==> config.mk <==
export PLATFORM = sky130hd
export DESIGN_NAME = multicycle_ctrl
export DESIGN_NICKNAME = d
export VERILOG_FILES = /design/src/rtl/ctrl_pkg.sv /design/src/rtl/instr_class_decode.sv /design/src/rtl/multicycle_ctrl.sv
export SDC_FILE = /design/constraint.sdc
export NUM_CORES = 1
export LEC_CHECK = 0
export CAP_MARGIN = 20
export CELL_PAD_IN_SITES_DETAIL_PLACEMENT = 0
export CELL_PAD_IN_SITES_GLOBAL_PLACEMENT = 1
export CORE_ASPECT_RATIO = 1.1
export CORE_MARGIN = 5
export CORE_UTILIZATION = 28
export DETAILED_ROUTE_END_ITERATION = 8
export PLACE_DENSITY_LB_ADDON = 0.25
export SETUP_SLACK_MARGIN = 0.05
export SLEW_MARGIN = 25
export SYNTH_ARGS = -nofsm -noshare
export SYNTH_HDL_FRONTEND = slang
export SYNTH_HIERARCHICAL = 1
export SYNTH_SLANG_ARGS = --single-unit
==> constraint.sdc <==
create_clock -name clk -period 2.7 [get_ports clk]
set_clock_uncertainty 0.1 [all_clocks]
set_input_delay 0.54 -clock clk [delete_from_list [all_inputs] [get_ports clk]]
set_output_delay 0.54 -clock clk [all_outputs]
set_load 0.05 [all_outputs]
==> src/rtl/ctrl_pkg.sv <==
// ctrl_pkg: shared definitions for the multicycle controller and the RV64
// subset datapath it drives.
//   - state_t       : controller state encoding (also exported on state_dbg)
//   - instr_class_t : instruction class produced by instr_class_decode
//   - opcode/funct  : field values of the supported instructions
//   - mux/ALU codes : alu_op, alu_src_b, pc_src, wb_sel encodings
package ctrl_pkg;

  typedef enum logic [3:0] {
    ST_RST      = 4'd0,
    ST_FETCH    = 4'd1,
    ST_DECODE   = 4'd2,
    ST_EXEC_R   = 4'd3,
    ST_EXEC_I   = 4'd4,
    ST_ALU_WB   = 4'd5,
    ST_LUI_WB   = 4'd6,
    ST_MEM_ADDR = 4'd7,
    ST_LD_READ  = 4'd8,
    ST_LD_WB    = 4'd9,
    ST_SD_WRITE = 4'd10,
    ST_BRANCH   = 4'd11,
    ST_TRAP     = 4'd12
  } state_t;

  typedef enum logic [2:0] {
    CLS_R       = 3'd0,
    CLS_I       = 3'd1,
    CLS_LD      = 3'd2,
    CLS_SD      = 3'd3,
    CLS_BEQ     = 3'd4,
    CLS_BNE     = 3'd5,
    CLS_LUI     = 3'd6,
    CLS_ILLEGAL = 3'd7
  } instr_class_t;

  localparam logic [6:0] OP_RTYPE  = 7'b0110011;
  localparam logic [6:0] OP_IMM    = 7'b0010011;
  localparam logic [6:0] OP_LOAD   = 7'b0000011;
  localparam logic [6:0] OP_STORE  = 7'b0100011;
  localparam logic [6:0] OP_BRANCH = 7'b1100011;
  localparam logic [6:0] OP_LUI    = 7'b0110111;

  localparam logic [2:0] F3_ADD    = 3'b000;
  localparam logic [2:0] F3_DWORD  = 3'b011;
  localparam logic [2:0] F3_BEQ    = 3'b000;
  localparam logic [2:0] F3_BNE    = 3'b001;
  localparam logic [6:0] F7_ADD    = 7'b0000000;
  localparam logic [6:0] F7_SUB    = 7'b0100000;

  localparam logic [1:0] ALU_ADD   = 2'd0;
  localparam logic [1:0] ALU_SUB   = 2'd1;
  localparam logic [1:0] ALU_PASSB = 2'd2;

  localparam logic [1:0] SRCB_B    = 2'd0;
  localparam logic [1:0] SRCB_FOUR = 2'd1;
  localparam logic [1:0] SRCB_IMM  = 2'd2;

  localparam logic [1:0] PCSRC_ALU    = 2'd0;
  localparam logic [1:0] PCSRC_ALUOUT = 2'd1;
  localparam logic [1:0] PCSRC_PC4    = 2'd2;

  localparam logic [1:0] WB_ALUOUT = 2'd0;
  localparam logic [1:0] WB_MDR    = 2'd1;
  localparam logic [1:0] WB_IMM    = 2'd2;

endpackage

==> src/rtl/instr_class_decode.sv <==
// instr_class_decode: combinational classification of the IR fields into one
// of the supported instruction classes, or CLS_ILLEGAL.
//   opcode/funct3/funct7 in : IR[6:0], IR[14:12], IR[31:25]
//   instr_class          out: decoded class
module instr_class_decode
  import ctrl_pkg::*;
(
  input  logic [6:0]   opcode,
  input  logic [2:0]   funct3,
  input  logic [6:0]   funct7,
  output instr_class_t instr_class
);

  // Opcode/funct dispatch; any field combination not listed is illegal.
  always_comb begin
    instr_class = CLS_ILLEGAL;
    case (opcode)
      OP_RTYPE: begin
        if ((funct3 == F3_ADD) && ((funct7 == F7_ADD) || (funct7 == F7_SUB))) begin
          instr_class = CLS_R;
        end else begin
          instr_class = CLS_ILLEGAL;
        end
      end
      OP_IMM: begin
        if (funct3 == F3_ADD) instr_class = CLS_I;
        else                  instr_class = CLS_ILLEGAL;
      end
      OP_LOAD: begin
        if (funct3 == F3_DWORD) instr_class = CLS_LD;
        else                    instr_class = CLS_ILLEGAL;
      end
      OP_STORE: begin
        if (funct3 == F3_DWORD) instr_class = CLS_SD;
        else                    instr_class = CLS_ILLEGAL;
      end
      OP_BRANCH: begin
        if (funct3 == F3_BEQ)      instr_class = CLS_BEQ;
        else if (funct3 == F3_BNE) instr_class = CLS_BNE;
        else                       instr_class = CLS_ILLEGAL;
      end
      OP_LUI:  instr_class = CLS_LUI;
      default: instr_class = CLS_ILLEGAL;
    endcase
  end

endmodule

==> src/rtl/multicycle_ctrl.sv <==
// multicycle_ctrl: Moore FSM sequencing fetch/decode/execute/memory/write-back
// for the RV64 subset multicycle datapath.
//   MEM_WAIT               : extra cycles a memory read needs (0..15)
//   clk, reset             : rising-edge clock, async active-high reset
//   opcode/funct3/funct7   : IR fields
//   zero                   : ALU result == 0 (used only in BRANCH)
//   *_we, iord, alu_src_*, alu_op, pc_src, wb_sel : datapath controls
//   illegal                : sticky trap flag
//   state_dbg              : current state encoding
module multicycle_ctrl
  import ctrl_pkg::*;
#(
  parameter int unsigned MEM_WAIT = 2
) (
  input  logic       clk,
  input  logic       reset,
  input  logic [6:0] opcode,
  input  logic [2:0] funct3,
  input  logic [6:0] funct7,
  input  logic       zero,
  output logic       pc_we,
  output logic       ir_we,
  output logic       regfile_we,
  output logic       a_we,
  output logic       b_we,
  output logic       aluout_we,
  output logic       mdr_we,
  output logic       dmem_we,
  output logic       iord,
  output logic       alu_src_a,
  output logic [1:0] alu_src_b,
  output logic [1:0] alu_op,
  output logic [1:0] pc_src,
  output logic [1:0] wb_sel,
  output logic       illegal,
  output logic [3:0] state_dbg
);

  localparam logic [3:0] WAIT_C = 4'(MEM_WAIT);

  state_t       state_r, next_state_s;
  logic [3:0]   cnt_r, cnt_next_s;
  instr_class_t cls_s;
  logic         wait_done_s;
  logic         taken_s;

  instr_class_decode u_decode (
    .opcode      (opcode),
    .funct3      (funct3),
    .funct7      (funct7),
    .instr_class (cls_s)
  );

  assign wait_done_s = (cnt_r == WAIT_C);
  // bne inverts the sense of the ALU zero flag.
  assign taken_s     = (cls_s == CLS_BNE) ? ~zero : zero;
  assign state_dbg   = state_r;

  // State and memory-wait counter registers.
  always_ff @(posedge clk or posedge reset) begin
    if (reset) begin
      state_r <= ST_RST;
      cnt_r   <= 4'd0;
    end else begin
      state_r <= next_state_s;
      cnt_r   <= cnt_next_s;
    end
  end

  // Next-state and counter update; counter only runs in the two memory-read states.
  always_comb begin
    next_state_s = state_r;
    cnt_next_s   = 4'd0;
    case (state_r)
      ST_RST:    next_state_s = ST_FETCH;
      ST_FETCH: begin
        if (wait_done_s) begin
          next_state_s = ST_DECODE;
          cnt_next_s   = 4'd0;
        end else begin
          next_state_s = ST_FETCH;
          cnt_next_s   = cnt_r + 4'd1;
        end
      end
      ST_DECODE: begin
        case (cls_s)
          CLS_R:   next_state_s = ST_EXEC_R;
          CLS_I:   next_state_s = ST_EXEC_I;
          CLS_LD:  next_state_s = ST_MEM_ADDR;
          CLS_SD:  next_state_s = ST_MEM_ADDR;
          CLS_BEQ: next_state_s = ST_BRANCH;
          CLS_BNE: next_state_s = ST_BRANCH;
          CLS_LUI: next_state_s = ST_LUI_WB;
          default: next_state_s = ST_TRAP;
        endcase
      end
      ST_EXEC_R:   next_state_s = ST_ALU_WB;
      ST_EXEC_I:   next_state_s = ST_ALU_WB;
      ST_MEM_ADDR: begin
        if (cls_s == CLS_LD)      next_state_s = ST_LD_READ;
        else if (cls_s == CLS_SD) next_state_s = ST_SD_WRITE;
        else                      next_state_s = ST_TRAP;
      end
      ST_LD_READ: begin
        if (wait_done_s) begin
          next_state_s = ST_LD_WB;
          cnt_next_s   = 4'd0;
        end else begin
          next_state_s = ST_LD_READ;
          cnt_next_s   = cnt_r + 4'd1;
        end
      end
      ST_ALU_WB:   next_state_s = ST_FETCH;
      ST_LUI_WB:   next_state_s = ST_FETCH;
      ST_LD_WB:    next_state_s = ST_FETCH;
      ST_SD_WRITE: next_state_s = ST_FETCH;
      ST_BRANCH:   next_state_s = ST_FETCH;
      ST_TRAP:     next_state_s = ST_TRAP;
      default:     next_state_s = ST_TRAP;
    endcase
  end

  // Moore output decode from state (plus counter in read states, zero in BRANCH).
  always_comb begin
    pc_we      = 1'b0;
    ir_we      = 1'b0;
    regfile_we = 1'b0;
    a_we       = 1'b0;
    b_we       = 1'b0;
    aluout_we  = 1'b0;
    mdr_we     = 1'b0;
    dmem_we    = 1'b0;
    iord       = 1'b0;
    alu_src_a  = 1'b0;
    alu_src_b  = SRCB_B;
    alu_op     = ALU_ADD;
    pc_src     = PCSRC_ALU;
    wb_sel     = WB_ALUOUT;
    illegal    = 1'b0;
    case (state_r)
      ST_FETCH: ir_we = wait_done_s;
      ST_DECODE: begin
        // Speculative branch target PC+imm lands in ALUOut.
        a_we      = 1'b1;
        b_we      = 1'b1;
        aluout_we = 1'b1;
        alu_src_b = SRCB_IMM;
      end
      ST_EXEC_R: begin
        alu_src_a = 1'b1;
        alu_op    = funct7[5] ? ALU_SUB : ALU_ADD;
        aluout_we = 1'b1;
      end
      ST_EXEC_I, ST_MEM_ADDR: begin
        alu_src_a = 1'b1;
        alu_src_b = SRCB_IMM;
        aluout_we = 1'b1;
      end
      ST_ALU_WB, ST_LUI_WB, ST_LD_WB: begin
        regfile_we = 1'b1;
        pc_we      = 1'b1;
        pc_src     = PCSRC_PC4;
        if (state_r == ST_LUI_WB)     wb_sel = WB_IMM;
        else if (state_r == ST_LD_WB) wb_sel = WB_MDR;
        else                          wb_sel = WB_ALUOUT;
      end
      ST_LD_READ: begin
        iord   = 1'b1;
        mdr_we = wait_done_s;
      end
      ST_SD_WRITE: begin
        iord    = 1'b1;
        dmem_we = 1'b1;
        pc_we   = 1'b1;
        pc_src  = PCSRC_PC4;
      end
      ST_BRANCH: begin
        alu_src_a = 1'b1;
        alu_op    = ALU_SUB;
        pc_we     = 1'b1;
        pc_src    = taken_s ? PCSRC_ALUOUT : PCSRC_PC4;
      end
      ST_TRAP: illegal = 1'b1;
      default: illegal = 1'b0;
    endcase
  end

endmodule

-- Yosys cells after proc, flatten, opt, wreduce, memory -nomap -nowiden
Index checks and enable logic that the tools add are counted.
- output and inout port bits: 23
- bits of input ports: 20
- logic and storage cells: 84
- bits in registers: 8
- mux-type cells: 34
- equality and inequality tests: 28
- bitwise gates (word level): 1
- add/subtract/negate cells: 1
- reductions and logical operators: 18
- operators with widths (kind ; count):
    $eq A7 B6 Y1 const B ; 4
    $pmux W4 S6 ; 1
    $mux W3 ; 7
    $eq A4 B4 Y1 const B ; 5
    $pmux W4 S5 ; 1
    $pmux W3 S6 ; 1
    $eq A4 B3 Y1 const B ; 4
    $mux W1 ; 14
    $eq A4 B2 Y1 const B ; 3
    $mux W2 ; 6
    $reduce_or A4 Y1 ; 3
    $reduce_or A2 Y1 ; 5
    $eq A3 B2 Y1 const B ; 3
    $eq A3 B3 Y1 const B ; 3
    $mux W4 ; 2
    $eq A7 B2 Y1 const B ; 1
    $eq A7 B5 Y1 const B ; 1
    $eq A7 B7 Y1 const B ; 1
    $logic_not A7 Y1 ; 1
    $eq A3 B1 Y1 const B ; 2
    $logic_not A3 Y1 ; 2
    $reduce_or A3 Y1 ; 2
    $reduce_or A6 Y1 ; 1
    $reduce_or A5 Y1 ; 1
    8 further kinds ; 8

-- Depth between registers and ports, before layout
Gate-level depths: netlist (run 1).
- depth after elaboration: 9
- depth in mapped cells: 7

-- Cells and area by module
The synthesis (run 1) kept the hierarchy.
- by module, submodules not included (module ; cells an instance ; area an instance (µm²) ; instances ; sequential area each (µm²)):
    multicycle_ctrl ; 97 ; 749.5 ; 1 ; 200.2
    instr_class_decode ; 26 ; 151.4 ; 1 ; 0.0

-- Worst setup path after synthesis (run 1)
Ideal clock, no wire load.
- path type: input to output
- start point: input funct7[3]
- end point: output pc_src[0]
- stages on the path: 7
- path buffers: 0
- path slack: -0.944 ns
- arrival time: 3.004 ns
- cells stage by stage: nor4_1 nand2_1 o311a_1 or3_1 nand3b_1 xnor2_1 nor3b_1
- word-level cells in the longest chain between the ends: 9
- elaborated cells between the ends (all ways): 10
- classes of those cells: 2 x eq/ne; 5 x mux; 3 x reduce/logical
- RTL lines (element ; RTL line ; text):
    from (decl) ; multicycle_ctrl.sv:19 ; input logic [6:0] funct7,
    $eq A7 B6 Y1 or $logic_not A7 Y1 (tied branches) ; instr_class_decode.sv:19 ; if ((funct3 == F3_ADD) && ((funct7 == F7_ADD) || (funct7 == F7_SUB))) begin
    $logic_or A1 B1 Y1 (*) ; instr_class_decode.sv:19 ;
    $logic_and A1 B1 Y1 (*) ; instr_class_decode.sv:19 ;
    $mux W3 (*) ; instr_class_decode.sv:19 ;
    $pmux W3 S6 (*) ; instr_class_decode.sv:17 ; case (opcode)
    named net cls_s[0] ; multicycle_ctrl.sv:43 ; instr_class_t cls_s;
    $eq A3 B3 Y1 (*) ; multicycle_ctrl.sv:56 ; assign taken_s = (cls_s == CLS_BNE) ? ~zero : zero;
    $mux W1 (*) ; multicycle_ctrl.sv:56 ;
    $mux W2 (*) ; multicycle_ctrl.sv:181 ; pc_src = taken_s ? PCSRC_ALUOUT : PCSRC_PC4;
    $pmux W2 S2 (*) ; multicycle_ctrl.sv:140 ; case (state_r)
    to (decl) ; multicycle_ctrl.sv:33 ; output logic [1:0] pc_src,
Mark *: on every way through the listed nets, which the timed path passes. The rest lies on a longest branch.

-- Worst setup path in the final report (run 1)
- start point: input funct3[0]
- end point: output pc_src[0]
- word-level cells in the longest chain between the ends: 8
- elaborated cells between the ends (all ways): 15
- classes of those cells: 3 x eq/ne; 10 x mux; 2 x reduce/logical
- RTL lines (element ; RTL line ; text):
    from (decl) ; multicycle_ctrl.sv:18 ; input logic [2:0] funct3,
    $logic_not A3 Y1 ; instr_class_decode.sv:19, instr_class_decode.sv:38 ;
    $logic_and A1 B1 Y1 ; instr_class_decode.sv:19 ;
    $mux W3 ; instr_class_decode.sv:19 ;
    $pmux W3 S6 (*) ; instr_class_decode.sv:17 ;
    named net cls_s[0] ; multicycle_ctrl.sv:43 ;
    $eq A3 B3 Y1 (*) ; multicycle_ctrl.sv:56 ;
    $mux W1 (*) ; multicycle_ctrl.sv:56 ;
    $mux W2 (*) ; multicycle_ctrl.sv:181 ;
    $pmux W2 S2 (*) ; multicycle_ctrl.sv:140 ;
Marked as above.

==> metrics.cfg, run 1 <==
[drt]
first_iter_violations = 15
drc = 0
dr.pass1.iters = 4
vias = 1068
drt_wl_total_um = 2751
drt.antenna.violating_nets = 0
avgRoutedWirePerCell_um = 13.29
vias_per_cell = 5.159

[setup_path]
critPathTopFamily = simple AND/OR/NAND/NOR gates
crit_slowest_cell = or3_4
critPathMaxFanout = 2
r2r-start = state_dbg[0]$_DFF_PP0_
crit_type = in -> out
worstPathArrival_ps = 2470
max_stage_delay_ps = 370
worstSetupStartpointType = input port
path_cells = buf_6, buf_6, nor3_2, nand2_1, o311a_1, or3_4, nand3b_1, xnor2_2, nor3b_4, buf_12
r2r_slack_ps = 950
critPathBufInv = 3
required_ps = 2060
r2r_end = cnt_r[0]$_DFF_PP0_
worst_path_most_repeated_cell = buf_6
critPathCaptureType = output pin
r2r.worst_path.cells = 4

[clocking]
cts_buffers = 3
root_buffer = clkbuf_4
cts.sinks = 8
cts.clk_slew.worst_paths_ps = 50
worst_skew_pair.late_latency_ps = 240
htreeDepth = 1
cts_tree = built
cts_max_path_buffers = 2

[worst_hold_path]
hold_depth = 1
hold_path_startpoint = cnt_r[0]$_DFF_PP0_
hold_class = reg -> reg
hold_path_end = cnt_r[0]$_DFF_PP0_

[yosys]
ys_types = 41
postSynthCellCount = 123
synth_edf_count = 0
synth_ff_type = dfrtp_1
ys_warn_count = 6
synth-seq-cells = 8
synth_area_um2 = 900.9
syn_area_per_cell_um2 = 7.324
ys_seq_area_frac = 0.2222
synth_async_sr_flop_share = 1.000

[sta]
finalWorstSetupSlack_ps = -406.1
finalSetupViolCount = 2
finalHoldViolations = 0
worst_pin_slew_ps = 499.1
drv_slew = 0
rsz0062_at_grt = yes
timing.final.crit_share = 1.150
slew_headroom = 0.6662
clock.fmax_mhz = 321.9
post-route-min-period_ps = 3106

[die]
start_util = 0.2930
die_x_um = 64.08
ios = 43
rows = 21
die-area_um2 = 4453
core_um2 = 3074
dieHeight_um = 69.49

[global_route]
grt_overflow = 0
grt_pass1_vias = 1060
grt_max_degree = 17
antenna_found_initial = 0
grt_pass1_wl_um = 4505
grt_usage = 0.1188

[placement]
gp_congestion = 0.8564
port_buffers = 40
dpl_cell_area_um2 = 1637
place_hpwl_um = 2222

[layout]
final_common_cell = buf_4
drive_gt1_frac = 0.3815
areaGrowthSynthToFinish_pct = 88.75
nets = 195
finish.instance_area_um2 = 1700
mostFrequentLayoutCells = buf_4, buf_12, nor2_1
diodes = 0

[pwr]
ir_worst_vdd_mv = 0.1360
powerDensity_nw_per_um2 = 159.1
static-leakage-power_nw = 0.6932
total_power_uw = 270.6

[run_status]
status = complete, but fails checks
violations = setup timing

[flow_run]
max_cap_violations = 0

per-stage QoR:
step | hold WS (ps) | setup TNS (ps) | utilization | worst slack, ps | std cells
4_1_cts | 429.8 | -720.6 | 0.5372 | -384.4 | 205
5_1_grt | 451.2 | -943.5 | 0.5531 | -503.7 | 207
6_report | 425.3 | -771.0 | 0.5531 | -406.1 | 207
2_1_floorplan | 255.7 | -553.4 | - | -301.4 | 124
3_5_place_dp | 422.9 | -2281 | 0.5324 | -747.5 | 200
3_3_place_gp | 401.0 | -2011 | 0.5324 | -704.9 | 200
area by class of cell:
type | instances | area [um2]
timing repair buffer | 57 | 656.9
inverter | 3 | 11.26
sequential | 8 | 200.2
clock buffer | 3 | 22.52
multi-input combinational | 102 | 767.0
fill | 286 | 1374
tap | 34 | 42.54
cells by family (layout without fill, tap and decap cells):
logic type      after synthesis  count (layout)  synth area share
other cells                   1               2          0.004163
xor+xnor                      6               6           0.05834
buf+inv                      14              63           0.07917
flops                         8               8            0.2222
simple gates                 65              65            0.4167
compound gates               29              29            0.2194
worst max path at each step:
stage               depth (start not counted)   endpoint  startpoint
finish                                     10  pc_src[0]   funct3[0]
global route                               10  pc_src[0]   funct3[0]
CTS                                         9  pc_src[0]   funct3[0]
detailed placement                          9  pc_src[0]   funct7[3]
global placement                            9  pc_src[0]   funct7[3]
floorplan                                   7  pc_src[0]   funct7[3]
cells in the mapped netlist, types with 3 or more instances:
cell type	instances	area share
a21oi_1	5	0.028
and2_1	3	0.021
buf_2	6	0.033
buf_4	3	0.025
dfrtp_1	8	0.22
inv_1	3	0.012
nand2_1	9	0.037
nand2b_1	6	0.042
nand3_1	4	0.022
nor2_1	15	0.062
nor2b_1	3	0.021
nor3_1	5	0.028
nor3b_1	4	0.033
o21ai_0	9	0.050
o31ai_1	3	0.025
or3_1	3	0.021
xnor2_1	3	0.029
xor2_1	3	0.029
what timing repair did:
action                                  4_1_cts  5_1_grt
gates resized for setup                      32        8
endpoints found under the setup margin        3        2
hold buffers                                  0        0
cloned                                        0        0
buffers inserted                              2        2
pin swaps                                     9        8
report_power, final:
group,switching [mW],internal (mW)
clock,0.0321,0.0503
combinational,0.0317,0.0363
sequential,0,0.120
state kept, by name (all words and copies together), names as in the netlist:
name	count
cnt_r	4
state_dbg	4
layer usage:
metal,wire [um],track usage
met5,0,0
met4,72,0.05312
met3,166,0.01783
met2,1468,0.2179
met1,1045,0.1303
(Power assumes the default switching activity.)
==> inputs of run 2 (changes only) <==
--- a/config.mk
+++ b/config.mk
@@ -14,7 +14,6 @@
 export DETAILED_ROUTE_END_ITERATION = 8
 export PLACE_DENSITY_LB_ADDON = 0.25
 export SETUP_SLACK_MARGIN = 0.05
-export SLEW_MARGIN = 25
 export SYNTH_ARGS = -nofsm -noshare
 export SYNTH_HDL_FRONTEND = slang
 export SYNTH_HIERARCHICAL = 1
==> results of run 2 <==
No change in the layout: final DEF, timing and power equal those of run 1.
==> inputs of run 3 (changes only) <==
--- a/config.mk
+++ b/config.mk
@@ -12,6 +12,7 @@
 export CORE_MARGIN = 5
 export CORE_UTILIZATION = 28
 export DETAILED_ROUTE_END_ITERATION = 8
+export GPL_TIMING_DRIVEN = 0
 export PLACE_DENSITY_LB_ADDON = 0.25
 export SETUP_SLACK_MARGIN = 0.05
 export SYNTH_ARGS = -nofsm -noshare
==> run 3 against run 2 <==
Compared with the run above: the flow still finishes with violations (setup timing); critical path type unchanged; maximum frequency up 2.7%; clock-buffer cell count did not move; combinational power fell by 4.0%; critical path depth is 1 lower; total power decreased by 1.0%; utilization decreased by 4.9 points; clock power about the same; hold slack worse by 6.8 ps; via count down 0.37%; design area shrank 8.8%; cell count grew 0.48%.
==> metrics.cfg, run 3 (synthesis gave the netlist of run 1 again) <==
[run_status]
status = complete, but fails checks
violations = setup timing

[sta]
finalSetupViolCount = 2  ; unchanged
setup_tns_ps = -607.6  ; +163.4 ps
finalHoldViolations = 0  ; unchanged
holdWs_ps = 418.5  ; -6.832 ps
post-route-min-period_ps = 3026  ; -80.27 ps
slew_headroom = 0.6675  ; +0.001228
finalWorstSetupSlack_ps = -325.9  ; +80.27 ps
rsz0062_at_grt = yes
clock.fmax_mhz = 330.5  ; +2.7%
drv_slew = 0  ; unchanged
timing.final.crit_share = 1.121  ; -0.02973
worst_pin_slew_ps = 497.2  ; -1.836 ps

[drt]
vias_per_cell = 5.115  ; -0.85%
drt.antenna.violating_nets = 0  ; unchanged
drt_wl_total_um = 2771  ; +0.73%
dr.pass1.iters = 4  ; unchanged
first_iter_violations = 22  ; +7
drc = 0  ; unchanged
vias = 1064  ; -0.37%
avgRoutedWirePerCell_um = 13.32  ; +0.24%

[clocking]
cts_tree = built
cts_buffers = 3  ; unchanged
worst_skew_pair.late_latency_ps = 240  ; about the same
cts.clk_slew.worst_paths_ps = 50  ; about the same
cts_max_path_buffers = 2  ; unchanged
cts.sinks = 8  ; unchanged
htreeDepth = 1  ; unchanged
root_buffer = clkbuf_4

[layout]
nFillCells = 324  ; +13%
multi_input_area_um2 = 783.3  ; +2.1%
final_core_util = 0.5043  ; -0.04884
areaGrowthSynthToFinish_pct = 72.08
diodes = 0  ; unchanged
final_common_cell = nor2_1
seqCellArea_um2 = 200.2  ; unchanged
finish.cell_count_without_fillers = 208  ; +0.48%
mostFrequentLayoutCells = nor2_1, clkdlybuf4s50_1, buf_4, dlygate4sd2_1, buf_2
nets = 196  ; +0.51%
drive_gt1_frac = 0.3448  ; -0.03668

[global_route]
grt_use_met1 = 0.1471  ; +0.01679
grt_busiest_layer = met2
grt_util_met3 = 0.01783  ; unchanged
grt_usage = 0.1264  ; +0.007592
grt_pass1_vias = 1096  ; +3.4%
grtUsageMet2 = 0.2302  ; +0.01229
antenna_found_initial = 0  ; unchanged
grt_overflow = 0  ; unchanged
grt_max_degree = 11  ; -6
grt_pass1_wl_um = 4767  ; +5.8%

[setup_path]
max_stage_delay_ps = 400  ; +30 ps
required_ps = 2060  ; about the same
worstSetupStartpointType = input port
worstPathArrival_ps = 2390  ; -80 ps
critPathCaptureType = output pin
crit_slowest_cell = or3_4
crit_type = in -> out
critPathMaxFanout = 3  ; +1
path_cells = buf_6, or3_4, o31ai_4, a21oi_1, or3_4, nand3b_1, xnor2_2, nor3b_4, buf_6

[flow_run]
max_cap_violations = 0  ; unchanged

[placement]
port_buffers = 40  ; unchanged
dp_cells = 198  ; -1.0%
gp_congestion = 0.8315  ; -2.9%
place_hpwl_um = 2126  ; -4.3%

[die]
die-area_um2 = 4453  ; unchanged
start_util = 0.2930  ; unchanged
die_x_um = 64.08  ; unchanged
rows = 21  ; unchanged
ios = 43  ; unchanged
dieHeight_um = 69.49  ; unchanged
core_um2 = 3074  ; unchanged

[pwr]
powerDensity_nw_per_um2 = 172.7  ; +8.6%
static-leakage-power_nw = 0.6659  ; -3.9%
ir_worst_vdd_mv = 0.1596  ; +17%

[worst_hold_path]
hold_class = reg -> reg

run 3: changes by cell type in the layout (fill, tap and decap cells not counted), sizes merged:
cell | previous run | this run
buf | 41 | 25
clkbuf | 3 | 8
clkdlybuf4s15 | 1 | 5
clkdlybuf4s18 | 0 | 1
clkdlybuf4s50 | 9 | 11
dlygate4sd2 | 4 | 10
dlymetal6s2s | 2 | 1
run 3: metrics by stage:
| stage | total power, mW | cell area [um2] | worst slack, ps |
|---|---|---|---|
| 3_3_place_gp | 0.1816 | 1456 | -1396 |
| 6_report | 0.2678 | 1550 | -325.9 |
| 2_1_floorplan | 0.1466 | 1013 | -301.4 |
| 5_1_grt | 0.2853 | 1550 | -411.1 |
| 4_1_cts | 0.2665 | 1508 | -340.0 |
| 3_5_place_dp | 0.1827 | 1456 | -1416 |
run 3: worst max-delay path, delay by kind of cell:
kind | cells | cell delay (ps)
AOI/OAI and AO/OA | 2 | 260
xor gates and xnor gates | 1 | 160
buffers and inverters | 2 | 280
and+or+nand+nor | 4 | 1140
run 3: worst paths after layout:
path / start / endpoint / slack [ps] / depth (start not counted)
max in group asynchronous: reset / state_dbg[1]$_DFF_PP0_ / 1820 / 2
min reg2reg: cnt_r[0]$_DFF_PP0_ / cnt_r[0]$_DFF_PP0_ / 420 / 1
max reg2reg: cnt_r[0]$_DFF_PP0_ / state_dbg[0]$_DFF_PP0_ / 1060 / 3
min in group asynchronous: reset / cnt_r[3]$_DFF_PP0_ / 460 / 2
min: cnt_r[0]$_DFF_PP0_ / cnt_r[0]$_DFF_PP0_ / 420 / 1
max: funct3[2] / pc_src[0] / -330 / 9
run 3: layout make-up:
cell class,count,area share
Inverter,3,0.007264
Sequential cell,8,0.1291
Timing Repair Buffer,47,0.2728
Multi-Input combinational cell,102,0.5052
Clock buffer,3,0.01453
Buffer,11,0.04358
Tap cell,34,0.02744
run 3: power breakdown:
| group | total, mW | internal, mW | switching [mW] |
|---|---|---|---|
| logic | 0.0653 | 0.0345 | 0.0308 |
| registers | 0.120 | 0.120 | 0 |
| clock network | 0.0822 | 0.0503 | 0.0320 |
run 3: repair_timing:
item,in CTS,in global routing
hold endpoints to repair,0,0
resized for setup,76,21
setup endpoints to repair,16,10
pin swaps,11,7
hold buffers,0,0
setup buffers,5,2
run 3: layer usage:
metal,wire (um),vias up
li1,-,542
met1,1122,483
met2,1470,37
met3,164,2
met4,14,0
met5,0,-
